`src/rtl/seg_scan_reader.sv`:
```
// Recovers hex digits from a multiplexed 7-segment display scan. Each captured
// digit must be stable for STABLE_CYCLES samples; code, select and frame status are reported as pulses.
module seg_scan_reader #(
    parameter int unsigned STABLE_CYCLES = 4
) (
    input  logic       Clk,
    input  logic       Reset,
    input  logic       A,
    input  logic       B,
    input  logic       C,
    input  logic       D,
    input  logic       E,
    input  logic       F,
    input  logic       G,
    input  logic [3:0] DigSel,
    output logic [3:0] Digit0,
    output logic [3:0] Digit1,
    output logic [3:0] Digit2,
    output logic [3:0] Digit3,
    output logic [3:0] DigValid,
    output logic       Update,
    output logic       CodeErr,
    output logic       SelErr,
    output logic       FrameDone
);

    typedef enum logic [1:0] {IDLE, COUNT, HELD} state_t;

    localparam logic [7:0] STABLE_CNT = 8'(STABLE_CYCLES);

    state_t     state_q;
    logic [7:0] cnt_q;
    logic [6:0] seg_q, seg_prev_q;
    logic [3:0] sel_q, sel_prev_q;
    logic [3:0] seen_q;
    logic [3:0] digit_q [4];
    logic [3:0] valid_q;
    logic       upd_q, cerr_q, serr_q, fd_q;

    logic       samp_chg, sel_1h, sel_multi, capture, code_ok, run_start;
    logic [3:0] code_val;
    logic [1:0] dig_idx;
    logic [7:0] cnt_inc;

    always_comb begin
        samp_chg  = {seg_q, sel_q} != {seg_prev_q, sel_prev_q};
        sel_1h    = $onehot(sel_q);
        sel_multi = (sel_q != 4'd0) && !sel_1h;
        cnt_inc   = cnt_q + 8'd1;
        capture   = (state_q == COUNT) && !samp_chg && (cnt_inc == STABLE_CNT);
        // Anything other than a live COUNT/HELD run re-evaluates the sample from scratch.
        run_start = samp_chg || ((state_q != COUNT) && (state_q != HELD));

        dig_idx = 2'd0;
        case (sel_q)
            4'b0010: dig_idx = 2'd1;
            4'b0100: dig_idx = 2'd2;
            4'b1000: dig_idx = 2'd3;
            default: dig_idx = 2'd0;
        endcase

        code_ok  = 1'b1;
        code_val = 4'h0;
        case (seg_q)
            7'b1111110: code_val = 4'h0;
            7'b0110000: code_val = 4'h1;
            7'b1101101: code_val = 4'h2;
            7'b1111001: code_val = 4'h3;
            7'b0110011: code_val = 4'h4;
            7'b1011011: code_val = 4'h5;
            7'b1011111: code_val = 4'h6;
            7'b1110000: code_val = 4'h7;
            7'b1111111: code_val = 4'h8;
            7'b1110011: code_val = 4'h9;
            7'b1110111: code_val = 4'hA;
            7'b0011111: code_val = 4'hB;
            7'b1001110: code_val = 4'hC;
            7'b0111101: code_val = 4'hD;
            7'b1001111: code_val = 4'hE;
            7'b1000111: code_val = 4'hF;
            default:    code_ok  = 1'b0;
        endcase
    end

    always_ff @(posedge Clk) begin
        if (Reset) begin
            state_q    <= IDLE;
            cnt_q      <= 8'd0;
            seg_q      <= 7'd0;
            sel_q      <= 4'd0;
            seg_prev_q <= 7'd0;
            sel_prev_q <= 4'd0;
            seen_q     <= 4'd0;
            for (int i = 0; i < 4; i++) digit_q[i] <= 4'd0;
            valid_q    <= 4'd0;
            upd_q      <= 1'b0;
            cerr_q     <= 1'b0;
            serr_q     <= 1'b0;
            fd_q       <= 1'b0;
        end else begin
            seg_q      <= {A, B, C, D, E, F, G};
            sel_q      <= DigSel;
            seg_prev_q <= seg_q;
            sel_prev_q <= sel_q;
            upd_q      <= 1'b0;
            cerr_q     <= 1'b0;
            fd_q       <= 1'b0;
            serr_q     <= sel_multi && (sel_q != sel_prev_q);

            if (run_start) begin
                state_q <= sel_1h ? COUNT : IDLE;
                cnt_q   <= sel_1h ? 8'd1 : 8'd0;
            end else if (state_q == COUNT) begin
                cnt_q <= cnt_inc;
                if (capture) begin
                    state_q <= HELD;
                    if (code_ok) begin
                        digit_q[dig_idx] <= code_val;
                        valid_q[dig_idx] <= 1'b1;
                        upd_q            <= 1'b1;
                        if (dig_idx == 2'd3 && seen_q[2:0] == 3'b111) begin
                            fd_q   <= 1'b1;
                            seen_q <= 4'd0;
                        end else begin
                            seen_q[dig_idx] <= 1'b1;
                        end
                    end else begin
                        valid_q[dig_idx] <= 1'b0;
                        cerr_q           <= 1'b1;
                        seen_q[dig_idx]  <= 1'b0;
                    end
                end
            end
        end
    end

    assign Digit0    = digit_q[0];
    assign Digit1    = digit_q[1];
    assign Digit2    = digit_q[2];
    assign Digit3    = digit_q[3];
    assign DigValid  = valid_q;
    assign Update    = upd_q;
    assign CodeErr   = cerr_q;
    assign SelErr    = serr_q;
    assign FrameDone = fd_q;

endmodule

```
`config.mk`:
```
export PLATFORM = sky130hd
export DESIGN_NAME = seg_scan_reader
export DESIGN_NICKNAME = d
export VERILOG_FILES = /design/src/rtl/seg_scan_reader.sv
export SDC_FILE = /design/constraint.sdc
export NUM_CORES = 1
export LEC_CHECK = 0
export ABC_AREA = 1
export CORE_UTILIZATION = 50
export DETAILED_ROUTE_END_ITERATION = 10
export PLACE_DENSITY = 0.79
export SLEW_MARGIN = 15
export SYNTH_ARGS = -nofsm -noshare
export SYNTH_HDL_FRONTEND = slang
export SYNTH_SLANG_ARGS = --single-unit
```
`constraint.sdc`:
```
create_clock -name Clk -period 2.4 [get_ports Clk]
set_input_delay 0.48 -clock Clk [delete_from_list [all_inputs] [get_ports Clk]]
set_output_delay 0.48 -clock Clk [all_outputs]
set_load 0.005 [all_outputs]
```
==> impl_metrics.xml <==
<?xml version="1.0" encoding="UTF-8"?>
<metrics>
  <group name="status">
    <metric name="outcome" unit="">completed</metric>
  </group>
  <group name="clock_tree">
    <metric name="clk_pin_slew" unit="ps">60</metric>
    <metric name="clk_root_buffer_cell" unit="">sky130_fd_sc_hd__clkbuf_8</metric>
    <metric name="inserted_clock_buffers" unit="">9</metric>
    <metric name="clk_latency" unit="ps">350</metric>
    <metric name="htreeDepth" unit="">3</metric>
    <metric name="tritoncts_num_sinks" unit="">59</metric>
    <metric name="clockBufferDepth" unit="">2</metric>
    <metric name="tritoncts" unit="">built</metric>
  </group>
  <group name="detailed_routing">
    <metric name="via_per_inst" unit="">4.81</metric>
    <metric name="dr.pass1.iters" unit="">5</metric>
    <metric name="ant_nets" unit="">0</metric>
    <metric name="drt_first_iter_violations" unit="">154</metric>
    <metric name="wl_per_cell" unit="µm">10.9</metric>
    <metric name="drcViolationCount" unit="">0</metric>
    <metric name="final_routed_wirelength_across_all_metal_layers" unit="mm">5.98</metric>
    <metric name="dr_total_vias" unit="">2648</metric>
  </group>
  <group name="power">
    <metric name="power.switching" unit="mW">0.530</metric>
    <metric name="power_per_cell_area" unit="nW/µm²">582</metric>
    <metric name="swShare" unit="%">24.7</metric>
    <metric name="share_comb_of_total_power" unit="%">9.6</metric>
    <metric name="power_report.internal_total" unit="mW">1.62</metric>
    <metric name="clock_power_share" unit="%">40.1</metric>
    <metric name="post-layout-total-power" unit="mW">2.15</metric>
    <metric name="static-leakage-power" unit="nW">1.71</metric>
    <metric name="worst_ir_drop_vdd" unit="mV">0.346</metric>
    <metric name="pwr-share-seq" unit="%">50.3</metric>
  </group>
  <group name="grt">
    <metric name="top_usage_layer" unit="">met2</metric>
    <metric name="maximum_number_of_pins_on_one_net_before_global_route_repair" unit="">26</metric>
    <metric name="grt_antenna_before_repair" unit="">0</metric>
    <metric name="gr-total-overflow" unit="">0</metric>
    <metric name="grt_first_pass_wirelength" unit="mm">9.94</metric>
    <metric name="first_global_vias" unit="">2373</metric>
    <metric name="met3_usage" unit="%">5.14</metric>
    <metric name="groute.layer.met1.usage" unit="%">25.3</metric>
    <metric name="grt_usage" unit="%">20.8</metric>
    <metric name="grt_use_met2" unit="%">33.3</metric>
  </group>
  <group name="sta">
    <metric name="fin_worst_skew" unit="ps">8.56</metric>
    <metric name="max_freq" unit="GHz">0.440</metric>
    <metric name="period_utilization" unit="%">94.7</metric>
    <metric name="fin_ws" unit="ps">127</metric>
    <metric name="max_slew.worst_pin.slew" unit="ps">456</metric>
    <metric name="setup_total_negative_slack" unit="ps">0</metric>
    <metric name="finalHoldWorstSlack" unit="ps">463</metric>
    <metric name="hold_viol_final" unit="">0</metric>
    <metric name="setup_violations" unit="">0</metric>
    <metric name="timing.slew.headroom" unit="%">69.3</metric>
    <metric name="period_minus_slack" unit="ps">2270</metric>
    <metric name="final_max_slew_viol_count" unit="">0</metric>
  </group>
  <group name="layout">
    <metric name="filler_cells_inserted" unit="">491</metric>
    <metric name="nNetsFinal" unit="">493</metric>
    <metric name="final_area" unit="µm²">3690</metric>
    <metric name="synthToLayoutAreaGrowth" unit="%">22.3</metric>
    <metric name="final_layout_size_suffix_gt1_share" unit="%">11.1</metric>
    <metric name="diodes" unit="">0</metric>
  </group>
  <group name="yosys">
    <metric name="async_reset_ff_share" unit="%">0</metric>
    <metric name="synth.yosys.warnings" unit="">0</metric>
    <metric name="synthDistinctLibCells" unit="">30</metric>
    <metric name="dominantRegCellSynth" unit="">sky130_fd_sc_hd__dfxtp_1</metric>
    <metric name="synth_edf_count" unit="">16</metric>
    <metric name="ys_seq_elements" unit="">59</metric>
    <metric name="mappedNetlistNets" unit="">447</metric>
    <metric name="mappedNetlistArea" unit="µm²">3020</metric>
    <metric name="mean_area_per_synthesized_cell" unit="µm²">7.07</metric>
    <metric name="seq_area_frac_synth" unit="%">44.4</metric>
    <metric name="post_synth_inst_count" unit="">427</metric>
  </group>
  <group name="worst_setup_path">
    <metric name="cp_class" unit="">register to register</metric>
    <metric name="regToRegSetupSlack" unit="ps">130</metric>
    <metric name="cp.required" unit="ps">2460</metric>
    <metric name="cp_slowest_cell" unit="">sky130_fd_sc_hd__dfxtp_1</metric>
    <metric name="r2r-end" unit="">digit_q[1][3]</metric>
    <metric name="critical_path.most_common_cell" unit="">sky130_fd_sc_hd__nand3_2</metric>
    <metric name="worst-path-buf-inv" unit="">0</metric>
    <metric name="worst_setup_path_start_kind" unit="">register</metric>
    <metric name="chain_of_cells_forming_the_critical_path" unit="">ha_1 &gt; nand2_1 &gt; nor2_1 &gt; nand3_1 &gt; nor2_2 &gt; nand3_2 &gt; nor2_4 &gt; nand2_4 &gt; nor3_4 &gt; nand3_2 &gt; nand2_2</metric>
    <metric name="critical_path.top_delay_family" unit="">simple AND/OR/NAND/NOR gates</metric>
    <metric name="reg2reg_from" unit="">cnt_q[0]</metric>
    <metric name="critPathMaxStageDelay" unit="ps">390</metric>
    <metric name="critical_path_arrival" unit="ps">2330</metric>
    <metric name="crit_path_max_fanout" unit="">5</metric>
    <metric name="register_to_register_path_depth" unit="">11</metric>
    <metric name="critical_path.endpoint_type" unit="">register</metric>
  </group>
  <group name="placement">
    <metric name="routabilityCongestion" unit="">0.874</metric>
    <metric name="buffer_ports.inserted" unit="">36</metric>
    <metric name="placed_area" unit="µm²">3480</metric>
    <metric name="place_worst_setup_slack" unit="ps">136</metric>
    <metric name="place.detailed.hpwl" unit="mm">4.50</metric>
  </group>
  <group name="floorplan">
    <metric name="fp.dieArea" unit="µm²">6350</metric>
    <metric name="std_cell_rows" unit="">27</metric>
    <metric name="dieHeight" unit="µm">79.7</metric>
    <metric name="fp.coreArea" unit="µm²">5680</metric>
    <metric name="fp.dieW" unit="µm">79.7</metric>
    <metric name="initial_core_util" unit="%">53.2</metric>
    <metric name="floorplan.io_pins" unit="">37</metric>
  </group>
  <group name="run">
    <metric name="max-cap-violations" unit="">0</metric>
  </group>
  <group name="min_path">
    <metric name="worst_hold_path_cells" unit="">2</metric>
    <metric name="worstHoldPathType" unit="">register to register</metric>
  </group>
</metrics>
==> cell families after synthesis <==
| logic type | Yosys count | share of synthesized area, % |
|---|---|---|
| fa+ha+maj | 7 | 3.15 |
| simple gates | 251 | 36.4 |
| xor+xnor | 5 | 1.45 |
| flops | 59 | 44.4 |
| compound gates | 25 | 4.43 |
| buf+inv | 80 | 10.1 |
==> registers in the layout, summed over array words and instances (netlist names), 2 cells and up, named ones only <==
signal	flops
digit_q	16
cnt_q	8
seg_prev_q	7
seg_q	7
sel_prev_q	4
sel_q	4
seen_q	3
state_q	2
==> synthesized netlist by cell type, types with 5 or more instances <==
cell type                  instances  area (µm²)
sky130_fd_sc_hd__inv_1            65         244
sky130_fd_sc_hd__nand3_2           5        50.1
sky130_fd_sc_hd__dfxtp_1          43         861
sky130_fd_sc_hd__nor2_2            6        37.5
sky130_fd_sc_hd__inv_2             8        30.0
sky130_fd_sc_hd__a21oi_1          15        75.1
sky130_fd_sc_hd__nand3_1          25         125
sky130_fd_sc_hd__o21ai_0           5        25.0
sky130_fd_sc_hd__nor2_1           88         330
sky130_fd_sc_hd__ha_1              6        75.1
sky130_fd_sc_hd__edfxtp_1         16         480
sky130_fd_sc_hd__nand2_1         110         413
==> worst max path at each step <==
stage,end,cells past startpoint,startpoint
finish,digit_q[1][3],11,cnt_q[0]
global route,digit_q[1][3],11,cnt_q[0]
CTS,digit_q[3][0],11,cnt_q[0]
detailed placement,digit_q[3][1],11,cnt_q[0]
global placement,digit_q[3][1],11,cnt_q[0]
floorplan,digit_q[1][0],13,state_q[1]
==> cell usage in the layout, fill, tap and decap left out, types with 3 or more instances in the layout <==
master / count
sky130_fd_sc_hd__nand3_2: 6
sky130_fd_sc_hd__nor3_1: 4
sky130_fd_sc_hd__nand4_1: 4
sky130_fd_sc_hd__a21oi_1: 15
sky130_fd_sc_hd__nand2_2: 6
sky130_fd_sc_hd__inv_1: 65
sky130_fd_sc_hd__clkbuf_8: 9
sky130_fd_sc_hd__clkinv_2: 3
sky130_fd_sc_hd__nand2_1: 107
sky130_fd_sc_hd__clkdlybuf4s50_1: 36
sky130_fd_sc_hd__nand3_1: 24
sky130_fd_sc_hd__xnor2_1: 3
sky130_fd_sc_hd__ha_1: 6
sky130_fd_sc_hd__nor2_1: 85
sky130_fd_sc_hd__dfxtp_1: 43
sky130_fd_sc_hd__nor2_2: 8
sky130_fd_sc_hd__o21ai_0: 5
sky130_fd_sc_hd__nand2_4: 3
sky130_fd_sc_hd__buf_4: 4
sky130_fd_sc_hd__clkinv_1: 3
sky130_fd_sc_hd__edfxtp_1: 16
sky130_fd_sc_hd__inv_2: 8
==> worst reg2reg max path, delay by kind of cell (launching register included) <==
family                     cells  cell delay, ps
and+or+nand+nor               10            1380
adders and majority gates      1             220
DFF                            1             390
==> timing repair <==
item | 4_1_cts | 5_1_grt
resized for setup | 0 | 9
setup endpoints to repair | 0 | 16
hold buffers | 0 | 0
setup buffers | 0 | 0
==> metal layers <==
metal	wire [µm]	vias to the layer above
met5	0	-
met4	127	0
met3	306	12
met2	2760	80
met1	2790	1156
li1	-	1400
==> through the flow <==
step / std cells / utilization (%)
final: 550 / 65.0
after global routing: 550 / 65.0
after CTS: 550 / 64.5
after detailed placement: 534 / 61.2
after global placement: 534 / 61.2
after floorplan: 427 / -
==> final cells by class <==
type                            count  area, µm²  share of cell area [%]
Multi-Input combinational cell    288       1400                    38.0
Sequential cell                    59       1340                    36.3
Timing Repair Buffer               40        390                    10.6
Inverter                           75        282                    7.63
Clock buffer                       10        128                    3.46
Tap cell                           72       90.1                    2.44
Clock inverter                      6       56.3                    1.53
==> power groups by stage <==
stage,clock network (mW),logic (mW),registers (mW)
4_1_cts,0.882,0.203,1.08
3_5_place_dp,0,0.202,1.10
2_1_floorplan,0,0.123,1.10
5_1_grt,0.918,0.231,1.08
3_3_place_gp,0,0.200,1.10
6_report,0.860,0.206,1.08
Power figures use the tool's default switching activity.
